### src/rtl/ascii_pkg.sv
`default_nettype none
// +------------------------------------------------------------------+
// | ascii_pkg: character constants and FSM state for the collector.   |
// | Rev 1.0                                                           |
// +------------------------------------------------------------------+
package ascii_pkg;

  localparam logic [7:0] ASCII_CR = 8'h0D;
  localparam logic [7:0] ASCII_0  = 8'h30;
  localparam logic [7:0] ASCII_9  = 8'h39;
  localparam logic [7:0] ASCII_UA = 8'h41;
  localparam logic [7:0] ASCII_UF = 8'h46;
  localparam logic [7:0] ASCII_LA = 8'h61;
  localparam logic [7:0] ASCII_LF = 8'h66;

  typedef enum logic [1:0] {
    S_IDLE    = 2'd0,
    S_COLLECT = 2'd1,
    S_OUT     = 2'd2
  } state_t;

endpackage
`default_nettype wire

### src/rtl/ascii_hex_collector_if.sv
`default_nettype none
// +------------------------------------------------------------------+
// | ascii_hex_collector_if: character input and result output streams.|
// | Rev 1.0                                                           |
// +------------------------------------------------------------------+
interface ascii_hex_collector_if #(
  parameter int DIGITS = 4
);
  logic [7:0]                       in_data;
  logic                             in_valid;
  logic                             in_ready;
  logic [4*DIGITS-1:0]              out_value;
  logic [$clog2(DIGITS+1)-1:0]      out_digits;
  logic                             out_valid;
  logic                             out_ready;
  logic                             err;

  // Collector side
  modport slave (
    input  in_data, in_valid, out_ready,
    output in_ready, out_value, out_digits, out_valid, err
  );

  // Producer / consumer side
  modport master (
    output in_data, in_valid, out_ready,
    input  in_ready, out_value, out_digits, out_valid, err
  );
endinterface
`default_nettype wire

### src/rtl/ascii2nibble.sv
`default_nettype none
// +------------------------------------------------------------------+
// | ascii2nibble: ASCII char to hex nibble / CR flag decoder.         |
// | Macro ASCII_HEX_LOWERCASE_EN also accepts 'a'..'f'. Rev 1.0       |
// +------------------------------------------------------------------+
module ascii2nibble
  import ascii_pkg::*;
(
  input  logic [7:0] in,
  output logic [3:0] nib,
  output logic       is_hex,
  output logic       is_cr
);

  always_comb begin
    nib    = 4'd0;
    is_hex = 1'b0;
    is_cr  = (in == ASCII_CR);
    if (in >= ASCII_0 && in <= ASCII_9) begin
      is_hex = 1'b1;
      nib    = 4'(in - ASCII_0);
    end else if (in >= ASCII_UA && in <= ASCII_UF) begin
      is_hex = 1'b1;
      nib    = 4'(in - 8'h37);
    end
`ifdef ASCII_HEX_LOWERCASE_EN
    else if (in >= ASCII_LA && in <= ASCII_LF) begin
      is_hex = 1'b1;
      nib    = 4'(in - 8'h57);
    end
`endif
  end

endmodule
`default_nettype wire

### src/rtl/ascii_hex_collector.sv
`default_nettype none
// +------------------------------------------------------------------+
// | ascii_hex_collector: assembles MSB-first hex digits until CR.     |
// | Honours ASCII_HEX_LOWERCASE_EN (via ascii2nibble). Rev 1.0        |
// +------------------------------------------------------------------+
module ascii_hex_collector
  import ascii_pkg::*;
#(
  parameter int DIGITS = 4
) (
  input  logic                    clk,
  input  logic                    rst,
  ascii_hex_collector_if.slave    bus
);

  localparam int VW = 4 * DIGITS;
  localparam int CW = $clog2(DIGITS + 1);

  state_t          state;
  state_t          state_next;
  logic [VW-1:0]   acc;
  logic [CW-1:0]   cnt;
  logic [VW-1:0]   value_q;
  logic [CW-1:0]   digits_q;
  logic            ready_q;
  logic            err_q;
  logic            err_next;
  logic [3:0]      nib;
  logic            is_hex;
  logic            is_cr;
  logic            accept;
  logic            full;

  ascii2nibble u_dec (
    .in     (bus.in_data),
    .nib    (nib),
    .is_hex (is_hex),
    .is_cr  (is_cr)
  );

  assign accept = bus.in_valid && ready_q;
  assign full   = (cnt == CW'(DIGITS));

  always_ff @(posedge clk) begin
    if (rst) state <= S_IDLE;
    else     state <= state_next;
  end

  always_comb begin
    state_next = state;
    err_next   = 1'b0;
    case (state)
      S_IDLE: begin
        if (accept) begin
          if (is_hex)      state_next = S_COLLECT;
          else if (!is_cr) err_next   = 1'b1;
        end
      end
      S_COLLECT: begin
        if (accept) begin
          if (is_hex && !full) begin
            state_next = S_COLLECT;
          end else if (is_cr) begin
            state_next = S_OUT;
          end else begin
            state_next = S_IDLE;
            err_next   = 1'b1;
          end
        end
      end
      S_OUT: begin
        if (bus.out_ready) state_next = S_IDLE;
      end
      default: state_next = S_IDLE;
    endcase
  end

  always_comb begin
    bus.out_valid  = (state == S_OUT);
    bus.in_ready   = ready_q;
    bus.err        = err_q;
    bus.out_value  = value_q;
    bus.out_digits = digits_q;
  end

  // acc/cnt are cleared as soon as the result is captured, so S_OUT holds only value_q
  always_ff @(posedge clk) begin
    if (rst) begin
      acc      <= '0;
      cnt      <= '0;
      value_q  <= '0;
      digits_q <= '0;
      ready_q  <= 1'b1;
      err_q    <= 1'b0;
    end else begin
      ready_q <= (state_next != S_OUT);
      err_q   <= err_next;
      if (accept) begin
        case (state)
          S_IDLE: begin
            if (is_hex) begin
              acc <= VW'(nib);
              cnt <= CW'(1);
            end
          end
          S_COLLECT: begin
            if (is_hex && !full) begin
              acc <= (acc << 4) | VW'(nib);
              cnt <= cnt + CW'(1);
            end else begin
              if (is_cr) begin
                value_q  <= acc;
                digits_q <= cnt;
              end
              acc <= '0;
              cnt <= '0;
            end
          end
          default: begin
            acc <= '0;
            cnt <= '0;
          end
        endcase
      end
    end
  end

endmodule
`default_nettype wire

### src/flat_wrapper.sv
// flat-port wrapper written by rule: the top's interface ports become plain ports
module ascii_hex_collector_flat import ascii_pkg::*;
#(
  parameter int DIGITS = 4
)
  (clk, rst, bus_in_data, bus_in_valid, bus_out_ready, bus_in_ready, bus_out_value, bus_out_digits, bus_out_valid, bus_err);
  ascii_hex_collector_if #(.DIGITS(DIGITS)) bus_i ();
  input  logic clk;
  input  logic rst;
  input wire logic [$bits(bus_i.in_data)-1:0] bus_in_data;
  input wire logic [$bits(bus_i.in_valid)-1:0] bus_in_valid;
  input wire logic [$bits(bus_i.out_ready)-1:0] bus_out_ready;
  output wire logic [$bits(bus_i.in_ready)-1:0] bus_in_ready;
  output wire logic [$bits(bus_i.out_value)-1:0] bus_out_value;
  output wire logic [$bits(bus_i.out_digits)-1:0] bus_out_digits;
  output wire logic [$bits(bus_i.out_valid)-1:0] bus_out_valid;
  output wire logic [$bits(bus_i.err)-1:0] bus_err;
  assign bus_i.in_data = bus_in_data;
  assign bus_i.in_valid = bus_in_valid;
  assign bus_i.out_ready = bus_out_ready;
  assign bus_in_ready = bus_i.in_ready;
  assign bus_out_value = bus_i.out_value;
  assign bus_out_digits = bus_i.out_digits;
  assign bus_out_valid = bus_i.out_valid;
  assign bus_err = bus_i.err;
  ascii_hex_collector #(.DIGITS(DIGITS)) u_core (.clk(clk), .rst(rst), .bus(bus_i));
endmodule
### config.mk
export PLATFORM = sky130hd
export DESIGN_NAME = ascii_hex_collector_flat
export DESIGN_NICKNAME = d
export VERILOG_FILES = /design/src/rtl/ascii_pkg.sv /design/src/rtl/ascii_hex_collector_if.sv /design/src/rtl/ascii2nibble.sv /design/src/rtl/ascii_hex_collector.sv /design/src/flat_wrapper.sv
export SDC_FILE = /design/constraint.sdc
export NUM_CORES = 1
export LEC_CHECK = 0
export ABC_AREA = 1
export CORE_MARGIN = 5
export CORE_UTILIZATION = 35
export DETAILED_ROUTE_END_ITERATION = 10
export PLACE_DENSITY = 0.59
export SLEW_MARGIN = 20
export SYNTH_ARGS = -nofsm -noshare
export SYNTH_HDL_FRONTEND = slang
export SYNTH_SLANG_ARGS = --single-unit
### constraint.sdc
create_clock -name clk -period 1.4 [get_ports clk]
set_input_delay 0.21 -clock clk [delete_from_list [all_inputs] [get_ports clk]]
set_output_delay 0.21 -clock clk [all_outputs]
set_load 0.05 [all_outputs]
==> run_results.csv, run 1 <==
group,metric,value,unit
route,num_vias,1976,
floorplanning,ios,34,
power_and_ir_drop,power_frac_comb,0.095,
route,routedWlPerCell,10.9,um
sta,rsz0062_at_grt,"yes",
worst_setup_path,worstSetupStartpointType,"register",
placement,gp_congestion,0.932,
worst_setup_path,rrSetupSlack,0.008,ns
sta,hold_viol,0,
worst_setup_path,critPathCaptureType,"register",
route,drtIter0Drc,87,
flow_run,cap_violations,0,
global_route,grt_overflow,0,
power_and_ir_drop,power_frac_clock,0.437,
logic_synthesis,avgSynthCellArea,6.70,um^2
floorplanning,dieWidth,87.3,um
clocking,cts_tree,"done",
sta,skew,0.00659,ns
clocking,cts.path.max_buffers,2,
sta,setup_slack,0.00768,ns
floorplanning,dieHeight,87.3,um
floorplanning,rows,28,
sta,tightestPinTransition,0.238,ns
logic_synthesis,syn_area,0.00209,mm^2
global_route,grt_max_degree,20,
cells_and_area,stdcell_area,0.00342,mm^2
cells_and_area,instances_no_fill,458,
route,routed_via_density,4.31,
worst_setup_path,required,1.59,ns
route,first_pass_iters,4,
sta,hold_ws,0.425,ns
floorplanning,core-area,0.00585,mm^2
cells_and_area,drive_above_1_share,0.392,
sta,slew_headroom,0.841,
clocking,clock_sinks,42,
power_and_ir_drop,p_per_area,768,mW/mm^2
global_route,grt_first_pass_wirelength,8140,um
clocking,ctsHtreeMaxLevel,2,
floorplanning,die_area,0.00762,mm^2
placement,hpwl,3280,um
power_and_ir_drop,p_leak,1.59,nW
power_and_ir_drop,p_sw,0.583,mW
placement,post_dp_cell_area,0.00296,mm^2
placement,dp.cells,435,
sta,max_freq,718,MHz
worst_setup_path,crit_slowest_cell,"dfxtp_4",
worst_setup_path,worstPathArrival,1.59,ns
sta,final_max_slew_viol_count,0,
global_route,grt_pass1_vias,1797,
logic_synthesis,synth_cell_type_count,29,
worst_setup_path,crit_path_cell_trace,"inv_2 -> nor2_4 -> inv_2 -> nor2_4 -> nand3_4 -> buf_12 -> a21oi_4 -> inv_1",
clocking,ctsHoldBuffers,0,
route,ant_nets,0,
cells_and_area,num-nets-final,399,
global_route,antenna_found_initial,0,
power_and_ir_drop,p_total,2.62,mW
floorplanning,initial_utilization,0.357,
sta,post-route-min-period,1.39,ns
route,drc_errors,0,
sta,finalSetupViolCount,0,
worst_setup_path,path_class,"reg -> reg",
cells_and_area,diodes,0,
power_and_ir_drop,ir_drop,0.000440,V
logic_synthesis,yosys_warnings,0,
power_and_ir_drop,p_int,2.04,mW
status,status,"completed",
sta,post-route-period-util,0.995,
cells_and_area,syn_to_final_growth,63.7,%
min_path,hp-class,"in -> reg",
power_and_ir_drop,seq_power_share,0.468,
placement,portBuffers,33,
clocking,insertion_delay,0.30,ns
clocking,numCtsBuffers,5,
placement,pre_cts_slack,-0.655,ns
power_and_ir_drop,p_sw_frac,0.222,
logic_synthesis,ys_ff_latch,42,
logic_synthesis,netlist_instances,312,
clocking,cts-root-buf,"clkbuf_8",
worst_setup_path,crit_fanout,8,
clocking,clkSlewWorstSetupHoldPaths,0.08,ns
route,wirelength,4990,um
logic_synthesis,yosysSeqAreaShare,0.402,
global_route,grt_use_total,0.135,
logic_synthesis,synth_nets,329,
worst_setup_path,slowest_delay,0.37,ns
[worst paths after layout]
kind                            depth (start not counted)       startpoint                  end
worst min register to register                          2    u_core.acc[7]       u_core.acc[11]
worst max register to register                          8  u_core.state[0]  u_core.bus.in_ready
worst min-delay path                                    6   bus_in_data[1]        u_core.acc[1]
worst max-delay path                                    8  u_core.state[0]  u_core.bus.in_ready
[state kept, by name, indices dropped and copies added (netlist names)]
name                   flops
u_core.acc                16
u_core.bus.out_value      16
u_core.bus.out_digits      3
u_core.cnt                 3
u_core.state               2
u_core.bus.err             1
u_core.bus.in_ready        1
[logic make-up (layout without fill, tap and decap cells)]
logic type                 after synthesis  in the layout  synth area share
and+or+nand+nor                        174            174             0.365
xor gates and xnor gates                 1              1           0.00419
buffers and inverters                   64            135             0.132
adders and majority gates                5              5            0.0299
AOI/OAI and AO/OA                       26             26            0.0659
DFF                                     42             42             0.402
[cells in the mapped netlist]
cell type,number,area (um^2)
a211oi_1,1,7.51
a21oi_1,19,95.1
a21oi_2,1,8.76
buf_12,1,20.0
buf_2,4,20.0
buf_4,2,15.0
buf_6,1,11.3
clkbuf_1,3,11.3
clkinv_1,1,3.75
dfxtp_1,42,841
ha_1,5,62.6
inv_1,50,188
inv_2,2,7.51
nand2_1,105,394
nand2_2,1,6.26
nand2_4,2,22.5
nand3_1,7,35.0
nand3_4,2,35.0
nand3b_1,1,7.51
nand4_1,2,12.5
nor2_1,40,150
nor2_2,10,62.6
nor2_4,2,22.5
nor3_1,1,5.00
nor3_2,1,10.0
o21ai_0,3,15.0
o21ai_1,1,5.00
o22ai_1,1,6.26
xor2_1,1,8.76
[through the flow]
step / util / setup TNS [ns]
finish: 0.584 / 0
global route: 0.584 / -1.69
CTS: 0.555 / 0
detailed placement: 0.505 / -25.89
global placement: 0.505 / -25.02
floorplan: - / -0.244
[power groups by stage]
stage	logic (mW)	registers, mW	clock network, mW
after floorplan	0.107	1.26	0
after global placement	0.223	1.26	0
after detailed placement	0.227	1.26	0
after CTS	0.235	1.23	1.16
after global routing	0.279	1.23	1.22
final	0.250	1.23	1.15
[layout make-up]
type,count,area (um^2)
repair buffers,74,957
fillers,516,2430
clock inverters,3,68.8
flip-flops and latches,42,850
clock buffers,5,68.8
well taps,75,93.8
inverters,53,214
multi-input cells,206,1170
[layout by cell type, fill, tap and decap left out, types with 3 or more instances in the layout]
cell	Yosys	layout
nand2_1	105	87
inv_2	2	6
a21oi_1	19	12
clkbuf_8	0	5
a21oi_2	1	7
o21ai_0	3	3
nor2_1	40	30
inv_1	50	44
nor2_4	2	6
dfxtp_2	0	4
nand2_4	2	5
ha_4	0	3
nand2_2	1	16
buf_4	2	33
nand3_1	7	6
dfxtp_1	42	37
nor2_2	10	16
clkdlybuf4s50_1	0	3
buf_12	1	27
[worst max-delay path, delay by kind of cell, from the launching register on]
kind                   cells  cell delay (ns)
AO/OA/AOI/OAI              1             0.11
flip-flops                 1             0.37
buffers and inverters      4             0.36
AND/OR/NAND/NOR            3             0.44
[per-layer routing]
layer,part of all wire,track usage,vias to the layer above
li1,-,-,1068
met1,0.45,0.180,860
met2,0.48,0.216,39
met3,0.048,0.0303,9
met4,0.016,0.0446,0
met5,0,0,-
[what timing repair did]
item                       in CTS  in global routing
pin swaps                       9                 16
setup endpoints to repair      42                 42
gates cloned                    2                  1
buffers inserted               10                  3
gates resized for setup        27                 56
No activity file was read; power rests on OpenSTA's default activity.
==> run 2, diff against run 1 <==
--- a/config.mk
+++ b/config.mk
@@ -7,10 +7,11 @@
 export LEC_CHECK = 0
 export ABC_AREA = 1
 export CORE_MARGIN = 5
-export CORE_UTILIZATION = 35
+export CORE_UTILIZATION = 40
 export DETAILED_ROUTE_END_ITERATION = 10
-export PLACE_DENSITY = 0.59
+export PLACE_DENSITY = 0.66
 export SLEW_MARGIN = 20
 export SYNTH_ARGS = -nofsm -noshare
 export SYNTH_HDL_FRONTEND = slang
+export SYNTH_HIERARCHICAL = 1
 export SYNTH_SLANG_ARGS = --single-unit
==> run 2 against run 1 <==
The flow now finishes with violations (negative setup slack). Final cell count fell by 2.6%. Maximum frequency is 6.3% lower. Routed wire length rose by 29%. Global-route usage rose by 3.7 points. Cell area is 6.1% higher. Clock-buffer cell count unchanged.
==> run_results.csv, run 2 <==
group,metric,value,unit
min_path,holdPathStages,7,
worst_setup_path,r2r_end,"u_core/bus.out_value[11]",
worst_setup_path,crit_fanout,8,
clocking,cts-root-buf,"clkbuf_8",
clocking,cts_tree,"done",
min_path,holdPathEnd,"u_core/acc[2]",
worst_setup_path,path_class,"in -> reg",
global_route,grt_overflow,0,
floorplanning,dieHeight,80.7,um
min_path,hp-class,"in -> reg",
route,routedWlPerCell,14.5,um
logic_synthesis,yosys.area.top_type,"dfxtp_1",
min_path,min-delay-start,"bus_in_data[2]",
status,violations,"negative setup slack",
cells_and_area,syn_to_final_growth,81.5,%
logic_synthesis,synth_cell_type_count,26,
sta,rsz0062_at_grt,"yes",
sta,post-route-period-util,1.06,
logic_synthesis,netlist.area_leader.share,0.421,
floorplanning,initial_utilization,0.418,
global_route,antenna_found_initial,0,
flow_run,cap_violations,0,
power_and_ir_drop,p_total,2.34,mW
clocking,ctsHtreeMaxLevel,2,
cells_and_area,stdcell_area,0.00363,mm^2
cells_and_area,drive_above_1_share,0.467,
power_and_ir_drop,p_per_area,645,mW/mm^2
logic_synthesis,synthTopCellsByArea,"dfxtp_1 42%, nand2_1 13%, nor2_1 13%, inv_1 6.0%, o21ai_0 3.8%",
power_and_ir_drop,p_leak,1.50,nW
worst_setup_path,worstSetupStartpointType,"input pin",
route,wirelength,6460,um
global_route,grt_first_pass_wirelength,8730,um
logic_synthesis,syn_area,0.00200,mm^2
power_and_ir_drop,ir_drop,0.000627,V
worst_setup_path,rrSetupSlack,-0.04,ns
sta,max_freq,673,MHz
cells_and_area,layout_common_cells,"59 x nor2_1, 40 x dfxtp_1, 33 x nand2_1",
placement,post_dp_cell_area,0.00291,mm^2
status,status,"finished with violations",
logic_synthesis,avgSynthCellArea,6.71,um^2
clocking,cts.path.max_buffers,2,
cells_and_area,diodes,0,
floorplanning,rows,25,
sta,skew,0.0111,ns
sta,setup_slack,-0.0860,ns
logic_synthesis,netlist_instances,298,
worst_setup_path,critPathCaptureType,"register",
route,drtIter0Drc,152,
worst_setup_path,worstPathArrival,1.72,ns
floorplanning,die_area,0.00651,mm^2
logic_synthesis,ys.flop_type,"dfxtp_1",
global_route,grt_use_total,0.172,
sta,tightestPinTransition,0.284,ns
worst_setup_path,worstReg2RegStart,"u_core/cnt[0]",
sta,slew_headroom,0.810,
floorplanning,core-area,0.00479,mm^2
clocking,numCtsBuffers,5,
worst_setup_path,required,1.63,ns
cells_and_area,fillCellCount,300,
floorplanning,dieWidth,80.7,um
global_route,grt_max_degree,19,
route,ant_nets,0,
placement,gp_congestion,0.833,
cells_and_area,regArea,843,um^2
clocking,insertion_delay,0.30,ns
logic_synthesis,ys_ff_latch,42,
clocking,clkSlewWorstSetupHoldPaths,0.08,ns
sta,finalSetupTns,-0.906,ns
worst_setup_path,rr_worst_depth,11,
cells_and_area,final_common_cell,"nor2_1",
placement,hpwl,3390,um
route,first_pass_iters,4,
logic_synthesis,yosys_warnings,6,
placement,portBuffers,33,
route,num_vias,2174,
global_route,grt_pass1_vias,1950,
cells_and_area,multi_input_area,0.00132,mm^2
logic_synthesis,yosysSeqAreaShare,0.421,
sta,post-route-min-period,1.49,ns
cells_and_area,post-route-util,0.758,
logic_synthesis,synth_nets,315,
clocking,clock_sinks,42,
logic_synthesis,synth_edf_count,0,
sta,hold_viol,0,
sta,finalSetupViolCount,29,
route,routed_via_density,4.87,
floorplanning,ios,34,
sta,final_max_slew_viol_count,0,
route,drc_errors,0,
clocking,ctsHoldBuffers,0,
cells_and_area,num-nets-final,395,
logic_synthesis,async_flop_share,0,
logic_synthesis,synthTopCellsByCount,"71 x nand2_1, 71 x nor2_1, 42 x dfxtp_1",
==> run 2: layout make-up <==
| class | count | area share |
|---|---|---|
| clock buffer | 5 | 0.0190 |
| clock inverter | 3 | 0.00586 |
| inverter | 36 | 0.0407 |
| multi-input combinational | 209 | 0.364 |
| sequential | 42 | 0.232 |
| tap | 67 | 0.0231 |
| timing repair buffer | 84 | 0.315 |
==> run 2: repair_timing <==
action / CTS / global route
setup buffers: 10 / 6
gates cloned: 3 / 5
setup endpoints to repair: 42 / 40
resized for setup: 51 / 90
pin swaps: 9 / 49
==> run 2: routing by layer <==
metal | routed length (um) | track usage | share of wire
met1 | 2690 | 0.217 | 0.42
met2 | 3360 | 0.285 | 0.52
met3 | 252 | 0.0314 | 0.039
met4 | 148 | 0.0794 | 0.023
met5 | 0 | 0 | 0
==> run 2: worst max-delay path, cell delays in order <==
cell and delay (ns):
buf_12 0.09, inv_12 0.03, ha_4 0.15, nand3b_1 0.19, nand3_2 0.13, nand2_4 0.07, buf_6 0.12, buf_6 0.11
o21ai_4 0.24, clkbuf_16 0.22, a21oi_1 0.05, nor2_1 0.10
==> run 2: cell families (layout without fill, tap and decap cells) <==
| group | Yosys count | count (layout) | share of synthesized area |
|---|---|---|---|
| buffers and inverters | 47 | 128 | 0.102 |
| adder cells (fa/ha/maj) | 5 | 5 | 0.0313 |
| AO/OA/AOI/OAI | 29 | 29 | 0.0757 |
| AND/OR/NAND/NOR | 175 | 175 | 0.370 |
| flip-flops | 42 | 42 | 0.421 |
==> run 2: per-stage QoR <==
step / instances / setup slack, ns / hold WS (ns)
2_1_floorplan: 298 / -0.197 / 0.279
3_3_place_gp: 419 / -0.752 / 0.451
4_1_cts: 440 / -0.0704 / 0.466
6_report: 446 / -0.0860 / 0.440
3_5_place_dp: 419 / -0.820 / 0.453
5_1_grt: 446 / -0.133 / 0.476
==> run 2: worst max-delay path by stage <==
stage                              start                        to  slack [ns]  cells past startpoint
final                     bus_in_data[1]             u_core/acc[9]       -0.09                     12
after global routing      bus_in_data[1]             u_core/cnt[1]       -0.13                     12
after CTS                 bus_in_data[1]   u_core/bus.out_value[3]       -0.07                     16
after detailed placement  bus_in_data[0]  u_core/bus.out_value[14]       -0.82                     14
after global placement    bus_in_data[1]   u_core/bus.out_value[9]       -0.75                     14
after floorplan           bus_in_data[1]  u_core/bus.out_digits[2]       -0.20                     13
==> run 2: power breakdown <==
part | internal (mW) | switching, mW
combinational | 0.156 | 0.173
sequential | 1.21 | 0.0129
clock | 0.351 | 0.439
==> run 3, diff against run 2 <==
--- a/config.mk
+++ b/config.mk
@@ -6,12 +6,11 @@
 export NUM_CORES = 1
 export LEC_CHECK = 0
 export ABC_AREA = 1
-export CORE_MARGIN = 5
+export CORE_MARGIN = 2
 export CORE_UTILIZATION = 40
 export DETAILED_ROUTE_END_ITERATION = 10
 export PLACE_DENSITY = 0.66
 export SLEW_MARGIN = 20
 export SYNTH_ARGS = -nofsm -noshare
 export SYNTH_HDL_FRONTEND = slang
-export SYNTH_HIERARCHICAL = 1
 export SYNTH_SLANG_ARGS = --single-unit
==> run 3 against run 2 <==
The flow now finishes without violations. Critical path depth fell by 2. Cell area fell by 6.6%. Maximum frequency rose by 7.8%. Highest routed layer unchanged. Routed wire length fell by 24%. Sequential share of layout area rose by 1.7 points. Clock power rose by 24%. Die area fell by 11%. Sequential cell count did not move. Total power rose by 4.8%. Register-to-register slack improved by 0.06 ns. Clock skew fell by 0.0018 ns. Final cell count rose by 2.7%.
==> run_results.csv, run 3 (synthesis results as in run 1) <==
group,metric,value,unit
status,status,"completed",
sta,slew_headroom,0.859,
worst_setup_path,worstReg2RegStart,"u_core.state[0]",
sta,finalSetupTns,0,ns
cells_and_area,multi_input_area,0.00110,mm^2
sta,tightestPinTransition,0.211,ns
worst_setup_path,crit_slowest_cell,"dfxtp_2",
cells_and_area,fillCellCount,415,
worst_setup_path,path_class,"reg -> reg",
sta,skew,0.00930,ns
min_path,holdPathStages,6,
clocking,ctsHoldBuffers,0,
route,drc_errors,0,
clocking,cts-root-buf,"clkbuf_8",
worst_setup_path,worstPathArrival,1.61,ns
placement,pre_cts_slack,-0.687,ns
sta,post-route-min-period,1.38,ns
sta,hold_viol,0,
worst_setup_path,worstSetupStartpointType,"register",
route,wirelength,4930,um
cells_and_area,diodes,0,
floorplanning,dieWidth,76.3,um
worst_setup_path,crit_fanout,5,
route,routed_via_density,4.44,
min_path,hp-class,"in -> reg",
global_route,grt_use_total,0.183,
sta,post-route-period-util,0.985,
cells_and_area,layout_common_cells,"98 x nand2_1, 43 x inv_1, 38 x dfxtp_1",
global_route,grt_max_degree,36,
power_and_ir_drop,p_per_area,724,mW/mm^2
clocking,cts_tree,"done",
power_and_ir_drop,p_leak,1.63,nW
global_route,grt_first_pass_wirelength,8690,um
min_path,min-delay-start,"bus_in_data[1]",
sta,max_freq,725,MHz
worst_setup_path,slowest_delay,0.35,ns
floorplanning,initial_utilization,0.412,
placement,portBuffers,33,
worst_setup_path,rr_worst_depth,10,
sta,finalSetupViolCount,0,
cells_and_area,regArea,846,um^2
sta,rsz0062_at_grt,"yes",
global_route,grt_overflow,0,
cells_and_area,num-nets-final,404,
cells_and_area,final_common_cell,"nand2_1",
floorplanning,die_area,0.00582,mm^2
route,ant_nets,0,
worst_setup_path,rrSetupSlack,0.02,ns
worst_setup_path,crit_path_cell_trace,"inv_2 -> nor2_2 -> inv_2 -> nor2_4 -> nand3_4 -> buf_8 -> buf_12 -> nand2_1 -> nand2_1 -> nor2_2",
clocking,ctsHtreeMaxLevel,2,
floorplanning,rows,26,
sta,setup_slack,0.0210,ns
floorplanning,core-area,0.00507,mm^2
floorplanning,dieHeight,76.3,um
worst_setup_path,r2r_end,"u_core.bus.out_digits[2]",
clocking,cts.path.max_buffers,2,
clocking,insertion_delay,0.30,ns
cells_and_area,drive_above_1_share,0.348,
clocking,clkSlewWorstSetupHoldPaths,0.09,ns
route,routedWlPerCell,10.8,um
clocking,numCtsBuffers,5,
worst_setup_path,critPathCaptureType,"register",
cells_and_area,post-route-util,0.668,
worst_setup_path,required,1.63,ns
global_route,antenna_found_initial,0,
sta,final_max_slew_viol_count,0,
clocking,clock_sinks,42,
route,num_vias,2033,
cells_and_area,syn_to_final_growth,62.2,%
power_and_ir_drop,ir_drop,0.000804,V
placement,gp_congestion,0.884,
flow_run,cap_violations,0,
min_path,holdPathEnd,"u_core.acc[1]",
route,drtIter0Drc,87,
route,first_pass_iters,4,
floorplanning,ios,34,
placement,hpwl,3160,um
global_route,grt_pass1_vias,1927,
run 3: worst max-delay path by stage:
stage | slack, ns | from | cells past startpoint | end
after floorplan | -0.04 | bus_in_data[1] | 11 | u_core.bus.out_digits[0]
after global placement | -0.62 | bus_in_data[1] | 12 | u_core.bus.in_ready
after detailed placement | -0.69 | bus_in_data[1] | 13 | u_core.bus.out_digits[2]
after CTS | 0.01 | bus_in_data[7] | 12 | u_core.acc[0]
after global routing | -0.07 | u_core.state[0] | 10 | u_core.bus.out_digits[2]
final | 0.02 | u_core.state[0] | 10 | u_core.bus.out_digits[2]
run 3: what timing repair did:
action | CTS | global route
resized for setup | 41 | 30
cloned | 4 | 0
pin swaps | 15 | 10
setup endpoints to repair | 42 | 42
setup buffers | 13 | 3
hold endpoints to repair | 0 | 0
run 3: metrics by stage:
stage | hold WS (ns) | cell area [um^2] | total power [mW] | cells
finish | 0.440 | 3390 | 2.45 | 458
floorplan | 0.278 | 2130 | 1.37 | 312
global route | 0.454 | 3390 | 2.55 | 458
detailed placement | 0.466 | 2960 | 1.49 | 433
global placement | 0.463 | 2960 | 1.48 | 433
CTS | 0.475 | 3330 | 2.46 | 456
run 3: worst max-delay path: cells and delay by family, from the launching register on:
| kind | cells | cell delay (ns) |
|---|---|---|
| AND/OR/NAND/NOR | 6 | 0.56 |
| buffers and inverters | 4 | 0.40 |
| flip-flops | 1 | 0.35 |
run 3: report_power, final:
group	switching (mW)	internal (mW)	leakage [nW]
registers	0.0164	1.21	0.340
clock network	0.441	0.535	0.0585
logic	0.132	0.117	1.23
run 3: per-layer routing:
layer / wire length, um / vias to the layer above / part of all wire / GRT usage
li1: - / 1080 / - / -
met3: 188 / 8 / 0.038 / 0.0391
met4: 71 / 0 / 0.014 / 0.0582
met5: 0 / - / 0 / 0
met1: 2320 / 914 / 0.47 / 0.242
met2: 2350 / 31 / 0.48 / 0.297
run 3: cell type report:
type / count / area share
sequential: 42 / 0.250
timing repair buffer: 79 / 0.305
clock inverter: 3 / 0.0129
clock buffer: 5 / 0.0203
tap: 70 / 0.0258
multi-input combinational: 206 / 0.324
inverter: 53 / 0.0631
